[src/rtl/watch_keypad_clock_if.sv]
// Pin bundle between keypad/buttons, the watch core and the board's 7-segment lines.
interface watch_keypad_clock_if;
   logic [9:0] key_input;
   logic       key_enter;
   logic       btn_set;
   logic       mode_12h;
   logic [7:0] seg_data;
   logic [7:0] seg_com;
   logic       set_mode;
   logic       pm;
   logic       sec_pulse;

   modport master (
      output key_input, key_enter, btn_set, mode_12h,
      input  seg_data, seg_com, set_mode, pm, sec_pulse
   );

   modport slave (
      input  key_input, key_enter, btn_set, mode_12h,
      output seg_data, seg_com, set_mode, pm, sec_pulse
   );
endinterface

[src/rtl/watch_keypad_clock.sv]
// 24 h BCD HH:MM:SS clock with validated keypad entry and a 6-digit multiplexed display.
// Optional key debounce filter: define WATCH_KEY_DEBOUNCE_EN.
module watch_keypad_clock #(
   parameter int TICKS_PER_SEC   = 1000,
   parameter int SCAN_DIV        = 1,
   parameter int BLINK_TICKS     = 250,
   parameter int DEBOUNCE_CYCLES = 20
) (
   input  logic                 clk,
   input  logic                 rst,
   watch_keypad_clock_if.slave  bus
);
   localparam int TW = $clog2(TICKS_PER_SEC);
   localparam int SW = $clog2(SCAN_DIV + 1);
   localparam int BW = $clog2(BLINK_TICKS + 1);
   localparam logic [TW-1:0] TICK_MAX  = TW'(TICKS_PER_SEC - 1);
   localparam logic [SW-1:0] SCAN_MAX  = SW'(SCAN_DIV - 1);
   localparam logic [BW-1:0] BLINK_MAX = BW'(BLINK_TICKS - 1);

   typedef enum logic {S_SET = 1'b0, S_RUN = 1'b1} state_t;

   state_t          r_state, w_state_nxt;
   logic            w_set_mode;
   logic [11:0]     r_key_q, r_key_prev, w_key_lvl, w_key_rise;
   logic            w_ev_btn, w_ev_ent, w_ev_dig, w_dig_ok;
   logic [3:0]      w_dig_val;
   logic [3:0]      r_dig [6];
   logic [3:0]      w_inc [6];
   logic [2:0]      r_cursor;
   logic [TW-1:0]   r_tick;
   logic            r_sec_pulse, w_tick_end;
   logic [SW-1:0]   r_scan_div;
   logic [2:0]      r_scan;
   logic [BW-1:0]   r_blink_cnt;
   logic            r_blink_on;
   logic [4:0]      w_hour, w_h12;
   logic            w_pm, w_dp, w_blank;
   logic [3:0]      w_disp_ht, w_disp_ho, w_slot_dig;
   logic [7:0]      r_seg_data, r_seg_com;

   function automatic logic [6:0] f_font(input logic [3:0] v);
      case (v)
         4'd0:    f_font = 7'b1111110;
         4'd1:    f_font = 7'b0110000;
         4'd2:    f_font = 7'b1101101;
         4'd3:    f_font = 7'b1111001;
         4'd4:    f_font = 7'b0110011;
         4'd5:    f_font = 7'b1011011;
         4'd6:    f_font = 7'b1011111;
         4'd7:    f_font = 7'b1110000;
         4'd8:    f_font = 7'b1111111;
         4'd9:    f_font = 7'b1111011;
         default: f_font = 7'b0000000;
      endcase
   endfunction

   function automatic logic [7:0] f_com(input logic [2:0] slot);
      case (slot)
         3'd0:    f_com = 8'b0111_1111;
         3'd1:    f_com = 8'b1011_1111;
         3'd2:    f_com = 8'b1101_1111;
         3'd3:    f_com = 8'b1110_1111;
         3'd4:    f_com = 8'b1111_0111;
         3'd5:    f_com = 8'b1111_1011;
         default: f_com = 8'b1111_1111;
      endcase
   endfunction

   // Key levels: {btn_set, key_enter, key_input[9:0]} registered once.
   always_ff @(posedge clk) begin
      if (rst) r_key_q <= '0;
      else     r_key_q <= {bus.btn_set, bus.key_enter, bus.key_input};
   end

`ifdef WATCH_KEY_DEBOUNCE_EN
   localparam int DW = $clog2(DEBOUNCE_CYCLES + 1);
   localparam logic [DW-1:0] DB_MAX = DW'(DEBOUNCE_CYCLES - 1);
   logic [11:0]   r_filt;
   logic [DW-1:0] r_db_cnt [12];

   always_ff @(posedge clk) begin
      if (rst) begin
         r_filt <= '0;
         for (int i = 0; i < 12; i++) r_db_cnt[i] <= '0;
      end else begin
         for (int i = 0; i < 12; i++) begin
            if (r_key_q[i] == r_filt[i]) begin
               r_db_cnt[i] <= '0;
            end else if (r_db_cnt[i] == DB_MAX) begin
               r_filt[i]   <= r_key_q[i];
               r_db_cnt[i] <= '0;
            end else begin
               r_db_cnt[i] <= r_db_cnt[i] + 1'b1;
            end
         end
      end
   end
   assign w_key_lvl = r_filt;
`else
   logic w_unused_dbc;
   assign w_unused_dbc = (DEBOUNCE_CYCLES > 0);
   assign w_key_lvl    = r_key_q;
`endif

   always_ff @(posedge clk) begin
      if (rst) r_key_prev <= '0;
      else     r_key_prev <= w_key_lvl;
   end

   assign w_key_rise = w_key_lvl & ~r_key_prev;
   assign w_ev_btn   = w_key_rise[11];
   assign w_ev_ent   = w_key_rise[10];
   assign w_ev_dig   = $onehot(w_key_lvl[9:0]) && (w_key_rise[9:0] != 10'd0);

   always_comb begin
      w_dig_val = 4'd0;
      for (int i = 0; i < 10; i++)
         if (w_key_lvl[i]) w_dig_val = 4'(i);
   end

   always_comb begin
      case (r_cursor)
         3'd0:      w_dig_ok = (w_dig_val <= 4'd2);
         3'd1:      w_dig_ok = (r_dig[0] == 4'd2) ? (w_dig_val <= 4'd3) : (w_dig_val <= 4'd9);
         3'd2, 3'd4: w_dig_ok = (w_dig_val <= 4'd5);
         default:   w_dig_ok = (w_dig_val <= 4'd9);
      endcase
   end

   // Run/set FSM: state register, next state, outputs.
   always_ff @(posedge clk) begin
      if (rst) r_state <= S_SET;
      else     r_state <= w_state_nxt;
   end

   always_comb begin
      w_state_nxt = r_state;
      if (w_ev_btn)                            w_state_nxt = S_SET;
      else if (w_ev_ent && (r_state == S_SET)) w_state_nxt = S_RUN;
   end

   always_comb begin
      w_set_mode = (r_state == S_SET);
   end

   assign w_tick_end = (r_state == S_RUN) && (r_tick == TICK_MAX);

   always_comb begin
      w_inc = r_dig;
      if (r_dig[5] != 4'd9) w_inc[5] = r_dig[5] + 4'd1;
      else begin
         w_inc[5] = 4'd0;
         if (r_dig[4] != 4'd5) w_inc[4] = r_dig[4] + 4'd1;
         else begin
            w_inc[4] = 4'd0;
            if (r_dig[3] != 4'd9) w_inc[3] = r_dig[3] + 4'd1;
            else begin
               w_inc[3] = 4'd0;
               if (r_dig[2] != 4'd5) w_inc[2] = r_dig[2] + 4'd1;
               else begin
                  w_inc[2] = 4'd0;
                  if (r_dig[0] == 4'd2 && r_dig[1] == 4'd3) begin
                     w_inc[0] = 4'd0;
                     w_inc[1] = 4'd0;
                  end else if (r_dig[1] == 4'd9) begin
                     w_inc[0] = r_dig[0] + 4'd1;
                     w_inc[1] = 4'd0;
                  end else begin
                     w_inc[1] = r_dig[1] + 4'd1;
                  end
               end
            end
         end
      end
   end

   always_ff @(posedge clk) begin
      if (rst) begin
         r_dig       <= '{default: 4'd0};
         r_cursor    <= 3'd0;
         r_tick      <= '0;
         r_sec_pulse <= 1'b0;
      end else begin
         r_sec_pulse <= 1'b0;
         if (w_ev_btn) begin
            r_cursor <= 3'd0;
            r_tick   <= '0;
         end else if (r_state == S_SET) begin
            r_tick <= '0;
            if (!w_ev_ent && w_ev_dig && w_dig_ok) begin
               r_dig[r_cursor] <= w_dig_val;
               // Entering 2x hours clamps an already-typed ones digit into 20..23.
               if (r_cursor == 3'd0 && w_dig_val == 4'd2 && r_dig[1] > 4'd3) r_dig[1] <= 4'd3;
               r_cursor <= (r_cursor == 3'd5) ? 3'd0 : r_cursor + 3'd1;
            end
         end else if (w_tick_end) begin
            r_tick      <= '0;
            r_sec_pulse <= 1'b1;
            r_dig       <= w_inc;
         end else begin
            r_tick <= r_tick + 1'b1;
         end
      end
   end

   always_ff @(posedge clk) begin
      if (rst) begin
         r_scan_div  <= '0;
         r_scan      <= 3'd0;
         r_blink_cnt <= '0;
         r_blink_on  <= 1'b1;
      end else begin
         if (r_scan_div == SCAN_MAX) begin
            r_scan_div <= '0;
            r_scan     <= (r_scan == 3'd5) ? 3'd0 : r_scan + 3'd1;
         end else begin
            r_scan_div <= r_scan_div + 1'b1;
         end
         if (r_blink_cnt == BLINK_MAX) begin
            r_blink_cnt <= '0;
            r_blink_on  <= ~r_blink_on;
         end else begin
            r_blink_cnt <= r_blink_cnt + 1'b1;
         end
      end
   end

   assign w_hour = 5'(r_dig[0]) * 5'd10 + 5'(r_dig[1]);
   assign w_pm   = (w_hour >= 5'd12);

   // 12 h view is presentation only; the stored time stays 24 h.
   always_comb begin
      w_h12     = w_hour;
      w_disp_ht = r_dig[0];
      w_disp_ho = r_dig[1];
      if (bus.mode_12h) begin
         if (w_hour == 5'd0)       w_h12 = 5'd12;
         else if (w_hour > 5'd12)  w_h12 = w_hour - 5'd12;
         if (w_h12 >= 5'd10) begin
            w_disp_ht = 4'd1;
            w_disp_ho = 4'(w_h12 - 5'd10);
         end else begin
            w_disp_ht = 4'd0;
            w_disp_ho = 4'(w_h12);
         end
      end
   end

   always_comb begin
      case (r_scan)
         3'd0:    w_slot_dig = w_disp_ht;
         3'd1:    w_slot_dig = w_disp_ho;
         3'd2:    w_slot_dig = r_dig[2];
         3'd3:    w_slot_dig = r_dig[3];
         3'd4:    w_slot_dig = r_dig[4];
         3'd5:    w_slot_dig = r_dig[5];
         default: w_slot_dig = 4'd0;
      endcase
   end

   assign w_dp    = (r_scan == 3'd1) || (r_scan == 3'd3) ||
                    ((r_scan == 3'd5) && w_pm && bus.mode_12h);
   assign w_blank = (r_state == S_SET) && (r_scan == r_cursor) && !r_blink_on;

   always_ff @(posedge clk) begin
      if (rst) begin
         r_seg_data <= 8'h00;
         r_seg_com  <= 8'hFF;
      end else begin
         r_seg_com  <= f_com(r_scan);
         r_seg_data <= w_blank ? 8'h00 : {f_font(w_slot_dig), w_dp};
      end
   end

   assign bus.seg_data  = r_seg_data;
   assign bus.seg_com   = r_seg_com;
   assign bus.set_mode  = w_set_mode;
   assign bus.pm        = w_pm;
   assign bus.sec_pulse = r_sec_pulse;
endmodule

[src/flat_wrapper.sv]
// flat-port wrapper written by rule: the top's interface ports become plain ports
module watch_keypad_clock_flat 
#(
   parameter int TICKS_PER_SEC   = 1000,
   parameter int SCAN_DIV        = 1,
   parameter int BLINK_TICKS     = 250,
   parameter int DEBOUNCE_CYCLES = 20
)
  (clk, rst, bus_key_input, bus_key_enter, bus_btn_set, bus_mode_12h, bus_seg_data, bus_seg_com, bus_set_mode, bus_pm, bus_sec_pulse);
  watch_keypad_clock_if bus_i ();
  input  logic clk;
  input  logic rst;
  input wire logic [$bits(bus_i.key_input)-1:0] bus_key_input;
  input wire logic [$bits(bus_i.key_enter)-1:0] bus_key_enter;
  input wire logic [$bits(bus_i.btn_set)-1:0] bus_btn_set;
  input wire logic [$bits(bus_i.mode_12h)-1:0] bus_mode_12h;
  output wire logic [$bits(bus_i.seg_data)-1:0] bus_seg_data;
  output wire logic [$bits(bus_i.seg_com)-1:0] bus_seg_com;
  output wire logic [$bits(bus_i.set_mode)-1:0] bus_set_mode;
  output wire logic [$bits(bus_i.pm)-1:0] bus_pm;
  output wire logic [$bits(bus_i.sec_pulse)-1:0] bus_sec_pulse;
  assign bus_i.key_input = bus_key_input;
  assign bus_i.key_enter = bus_key_enter;
  assign bus_i.btn_set = bus_btn_set;
  assign bus_i.mode_12h = bus_mode_12h;
  assign bus_seg_data = bus_i.seg_data;
  assign bus_seg_com = bus_i.seg_com;
  assign bus_set_mode = bus_i.set_mode;
  assign bus_pm = bus_i.pm;
  assign bus_sec_pulse = bus_i.sec_pulse;
  watch_keypad_clock #(.TICKS_PER_SEC(TICKS_PER_SEC), .SCAN_DIV(SCAN_DIV), .BLINK_TICKS(BLINK_TICKS), .DEBOUNCE_CYCLES(DEBOUNCE_CYCLES)) u_core (.clk(clk), .rst(rst), .bus(bus_i));
endmodule
[config.mk]
export PLATFORM = sky130hd
export DESIGN_NAME = watch_keypad_clock_flat
export DESIGN_NICKNAME = d
export VERILOG_FILES = /design/src/rtl/watch_keypad_clock_if.sv /design/src/rtl/watch_keypad_clock.sv /design/src/flat_wrapper.sv
export SDC_FILE = /design/constraint.sdc
export NUM_CORES = 1
export LEC_CHECK = 0
export BUFFER_PORTS_ARGS = -buffer_cell sky130_fd_sc_hd__buf_2
export CAP_MARGIN = 5
export CORE_UTILIZATION = 35
export CTS_BUF_LIST = sky130_fd_sc_hd__clkbuf_8
export DETAILED_ROUTE_END_ITERATION = 16
export PLACE_DENSITY_LB_ADDON = 0.25
export SLEW_MARGIN = 30
export SYNTH_ARGS = -nofsm -noshare
export SYNTH_HDL_FRONTEND = slang
export SYNTH_SLANG_ARGS = --single-unit
[constraint.sdc]
create_clock -name clk -period 7.9 [get_ports clk]
set_input_delay 0 -clock clk [delete_from_list [all_inputs] [get_ports clk]]
set_output_delay 0 -clock clk [all_outputs]
set_load 0.005 [all_outputs]
* Word level (Yosys, flattened, before mapping)
Memory sizes are Yosys's and may differ from the RTL's. A register that Yosys moved wholly into a read port is not among the register bits. Cells that the tools add are included.
Storage, ports and cells: register bits 92, memory bits (read-only) 112, input port bits 15, output and inout bits 19, logic and storage cells 164, memories 1
Operators by class: $add $sub $neg 23, multipliers 1, $lt $le $gt $ge 10, equality and inequality tests 27, mux-type cells 41, bitwise operators 7, reductions and logical operators 36
Memory list:
- (no name shown) | depth 16, bits a word 7, read ports 1, clocked after memory_dff 1, wr ports 0, line watch_keypad_clock.sv:42 | case (v)
Operators with widths (number):
- two-way mux 24 bit | 3
- two-way mux 4 bit | 13
- one-hot mux 8 bit (6 select lines) | 1
- adder 4 x 1 -> 4 bit, second input constant | 6
- bitwise mux 24 bit | 1
- one-hot mux 4 bit (6 select lines) | 1
- two-way mux 20 bit | 1
- two-way mux 3 bit | 6
- adder 4 bit | 4
- two-way mux 16 bit | 1
- two-way mux 8 bit | 2
- two-way mux 5 bit | 3
- logical AND 1 bit | 13
- bitwise AND 12 bit | 1
- demux 4 bit (select 3 bit) | 1
- == test 3 bit, second input constant | 4
- == test 4 x 2 -> 1 bit, second input constant | 3
- two-way mux 12 bit | 1
- NOT 12 bit | 1
- adder 1 x 1 -> 2 bit | 5
- adder 10 x 1 -> 10 bit, second input constant | 1
- == test 10 bit, second input constant | 1
- >= comparator 5 x 4 -> 1 bit, second input constant | 2
- != test 2 bit, second input constant | 5
- other kinds (44) | 65

* Depth between registers and ports, before layout
depth after elaboration 15, mapped depth 17, mapped depth without buffers 16

* Worst setup path before layout
Ideal clock, no wire load.
path type register -> register, from register u_core.r_key_q[5], to register u_core.r_dig[13] in the netlist's numbering, library setup time 0.078 ns, arrival time 4.083 ns, required time 7.822 ns, setup slack 3.739 ns, cell stages (with the launch flop) 18, buffers on the path 2, clock period less this slack 4.161 ns, path through dfxtp_1 inv_1 ha_1 inv_1 fa_1 inv_1 fa_1 fa_1 fa_1 nor2_1 o2111ai_1 a31o_2 a21oi_1 o21a_1 clkbuf_1 clkbuf_1 a31oi_1 nor3_1
On the way: cells in the longest elaborated chain, start to end 11, elaborated cells between the ends (all ways) 26, classes of those cells add/sub (4); order compare (4); eq/ne (1); mux (10); bitwise (1); reduce/logical (6)
RTL lines:
- from (decl) | line watch_keypad_clock.sv:24 | logic [11:0] r_key_q, r_key_prev, w_key_lvl, w_key_rise;
- from (signal assigned) | line watch_keypad_clock.sv:72 | else r_key_q <= {bus.btn_set, bus.key_enter, bus.key_input};
- branches (longest 11 deep; another with adder 4 bit)
- to (signal, indexed assignment) | line watch_keypad_clock.sv:191 | r_dig[r_cursor] <= w_dig_val;
- to (signal assigned) | line watch_keypad_clock.sv:199 | r_dig <= w_inc;
- to (decl) | line watch_keypad_clock.sv:27 | logic [3:0] r_dig [6];
Parallel ways; which one is timed is not known. The select of a mux whose other input is x is not followed. A chain may end at the register's enable or synchronous reset.

* Worst setup path in the final report
from register u_core.r_key_q[5], to register u_core.r_dig[11] in the netlist's numbering
On the way: cells in the longest elaborated chain, start to end 11, elaborated cells between the ends (all ways) 23, classes of those cells add/sub (4); order compare (4); eq/ne (1); mux (7); bitwise (1); reduce/logical (6)
RTL lines:
- branches (longest 8 deep; another with adder 4 bit)
- logical AND 1 bit (*) | line watch_keypad_clock.sv:190 | if (!w_ev_ent && w_ev_dig && w_dig_ok) begin
- nonzero test 2 bit (no source line) (*)
- AND reduction 5 bit (no source line) (*)
Mark *: on every way between the ends.

==> impl_metrics.ini <==
[outcome]
status = finished, final reports clean

[routing]
postRouteWirelength_mm = 13.52
dr.first_iter.drc_count = 371
dr.pass1.iters = 5
via_count = 4840
postRouteAntennaNets = 0
wl_per_cell_microns = 15.00
vias_per_cell = 5.372
drcViolationCount = 0

[floorplanning]
chipWidth_microns = 127.5
die_h_microns = 127.5
num_io_pins = 34
die-area_sq_um = 16260
placementRows = 45
start_util_pct = 36.01
core-area_sq_um = 15310

[clocking]
path_clk_slew_ns = 0.09
cts_root_buf = clkbuf_8
cts_setup_buffers = 0
cts.repair.resized = 0
h-tree-depth = 3
clock_latency_ns = 0.37
postCtsHoldBufs = 12
numCtsBuffers = 9
numClockSinks = 90
cts_tree = yes
cts_buffer_depth = 2

[synth]
ys_ff_latch = 90
ys_warn_count = 0
seq_area_frac_synth_pct = 32.67
ys.flop_type = dfxtp_1
synthArstFlopShare_pct = 0
syn_inst = 669
synth_area_leaders = dfxtp_1 (33%), ha_1 (6.6%), nor2_1 (4.4%)
synth_cell_type_count = 77
syn_area_sq_um = 5515
synth_largest_area_cell = dfxtp_1
synth_top_cell_area_share_pct = 32.67
synth_edf_count = 0
synth_area_per_cell_sq_um = 8.244

[critical_path]
r2r-start = u_core.r_key_q[5]
required_ns = 8.17
cpMostUsedCell = fa_1
critPathMaxFanout = 18
r2r_slack_ns = 3.31
reg2regPathDepth = 15
crit_type = flop to flop
cp_cell_sequence = inv_1 > ha_1 > inv_1 > fa_1 > inv_1 > fa_1 > fa_1 > fa_1 > nor2_1 > o2111ai_1 > a31o_2 > a21oi_1 > o21a_1 > a21boi_0 > o31a_1
worst_setup_path_start_kind = flop
r2r-end = u_core.r_dig[11]
worstPathArrival_ns = 4.85
slowest_stage = o21a_1
crit_path_end_kind = flop
slowest_delay_ns = 0.57

[power_and_ir_drop]
total_power_w = 0.0009944
vdd_ir_drop_max_mv = 0.06842
cellLeakagePower_nw = 2.209
power_density_nw_per_um2 = 163.5

[placement]
place_hpwl_mm = 9.750
finalWeightedCongestion = 0.8239
io_buffers = 31
place_area_sq_um = 5782

[sta]
fin_tns_setup_ns = 0
setup-violations-final = 0
rsz0062_at_grt = false
drv_slew = 0
layout_min_cycle_time_ns = 4.588
timing.hold.ws_ns = 0.1172
clock_skew_ns = 0.01102
hold_viol = 0
fin_crit_sh_pct = 58.07
worst_slew_pin_slew_ns = 0.7771
max_freq_mhz = 218.0
relSlewSlack_pct = 47.46

[cells_and_area]
num_antenna_cells = 0
final_nets = 736
area_delta_synth_final_pct = 10.25
stdcell_area_sq_um = 6081
layout-drive-gt1-share_pct = 9.710

[global_routing]
grt_pass1_vias = 4732
grt_max_degree = 63
antenna_found_initial = 0
grt_usage_pct = 17.50
overflow = 0
grt_pass1_wl_mm = 22.74

[run]
drv_cap = 0

[min_path]
hold_path_depth = 5
min_to = u_core.bus.seg_data[0]
hold_path.class = primary input to flop
hold_path.startpoint = bus_mode_12h
## worst max-delay path, delay by kind of cell, from the launching register on
family	cells	cell delay, ns
adder cells (fa/ha/maj)	5	2.12
AO/OA/AOI/OAI	6	1.66
flip-flops	1	0.39
buffers and inverters	3	0.19
AND/OR/NAND/NOR	1	0.12
## how the worst max path moves through the flow
stage | startpoint | end | slack [ns] | cells past startpoint
floorplan | u_core.r_key_q[5] | u_core.r_dig[13] | 3.74 | 17
global placement | u_core.r_key_q[5] | u_core.r_dig[11] | 3.47 | 15
detailed placement | u_core.r_key_q[5] | u_core.r_dig[11] | 3.38 | 15
CTS | u_core.r_key_q[5] | u_core.r_dig[11] | 3.36 | 15
global route | u_core.r_key_q[5] | u_core.r_dig[11] | 2.95 | 15
finish | u_core.r_key_q[5] | u_core.r_dig[11] | 3.31 | 15
## stage by stage
step                utilization [%]  instances  setup slack, ns
floorplan                         -        670            3.739
global placement              37.70        873            3.473
detailed placement            37.75        873            3.379
CTS                           39.71        901            3.362
global route                  39.71        901            2.954
finish                        39.71        901            3.312
## report_power, final
group	switching [W]	leakage, nW	internal, W
Sequential	0.0000190	0.735	0.000473
Combinational	0.000124	1.39	0.0000861
Clock	0.000170	0.0847	0.000123
Total	0.000313	2.21	0.000681
## kinds of logic after synthesis
| group | count (synthesis) | synth area share, % |
|---|---|---|
| AOI/OAI and AO/OA | 163 | 20.51 |
| xor gates and xnor gates | 26 | 4.378 |
| adders and majority gates | 36 | 9.120 |
| buffers and inverters | 85 | 6.307 |
| DFF | 90 | 32.67 |
| muxes | 17 | 3.199 |
| other | 2 | 0.1362 |
| and+or+nand+nor | 250 | 23.68 |
## area by class of cell
type,count,area [sq um]
sequential,90,1802
inverter,43,161.4
multi-input combinational,495,3377
tap,211,264.0
clock inverter,6,41.29
timing repair buffer,46,297.8
fill,1599,9234
clock buffer,10,137.6
## metal layers
layer  part of all wire, %  up-vias  global-route usage [%]
li1                      -     2417                       -
met1                    47     2275                   23.03
met5                     0        -                       0
met4                   1.7        0                   6.793
met2                    46      130                   28.03
met3                   5.5       18                   3.601
## flip-flops by register name (all words and copies together), names as in the netlist
register	count
u_core.r_scan	3
u_core.r_key_prev	12
u_core.r_dig	24
u_core.bus.seg_data	8
u_core.r_cursor	3
u_core.r_key_q	12
u_core.r_scan_div	1
u_core.bus.sec_pulse	1
u_core.r_state	1
u_core.bus.seg_com	6
u_core.r_tick	10
u_core.r_blink_on	1
u_core.r_blink_cnt	8
## layout by cell type (no fill, tap or decap), types with 7 or more instances in the layout
master and n:
a21oi_1 40, and2_1 7, o31ai_1 7, nand2_1 27, o21ai_0 19, nand2b_1 14, nor3_1 36, xor2_1 9
ha_1 29, xnor2_1 16, dfxtp_1 90, o32ai_1 8, o22ai_1 15, buf_2 31, nor2_1 64, clkbuf_8 10
nand3_1 24, inv_1 41, fa_1 7, mux2i_1 12, nor4_1 7, nor2b_1 28, dlygate4sd3_1 12, a31oi_1 9
## cell usage after synthesis, types with 3 or more instances
library cell  instances
and3_1                6
buf_1                 3
or2_2                 5
nor3_1               36
or3_1                 6
a22oi_1               4
nand2b_1             14
nor4_1                7
nand3_1              24
o21ai_1               5
buf_4                 3
o21a_1                3
a21o_1                4
o31a_1                3
nand4_1               4
nor2b_1              28
clkbuf_1             32
o31ai_1               7
o32ai_1               8
xor2_1                9
mux2_1                3
ha_1                 29
a311oi_1              5
a31oi_1               9
o21bai_1              3
a2bb2oi_1             3
nand3b_1              6
mux2i_1              12
and2_1                7
inv_1                41
nor3b_1               4
nand2_1              27
nor2_1               64
a221oi_1              4
dfxtp_1              90
a21oi_1              40
xnor2_1              16
a211oi_1              5
o21ai_0              19
fa_1                  7
o22ai_1              15
No activity file was read; power rests on OpenSTA's default activity.
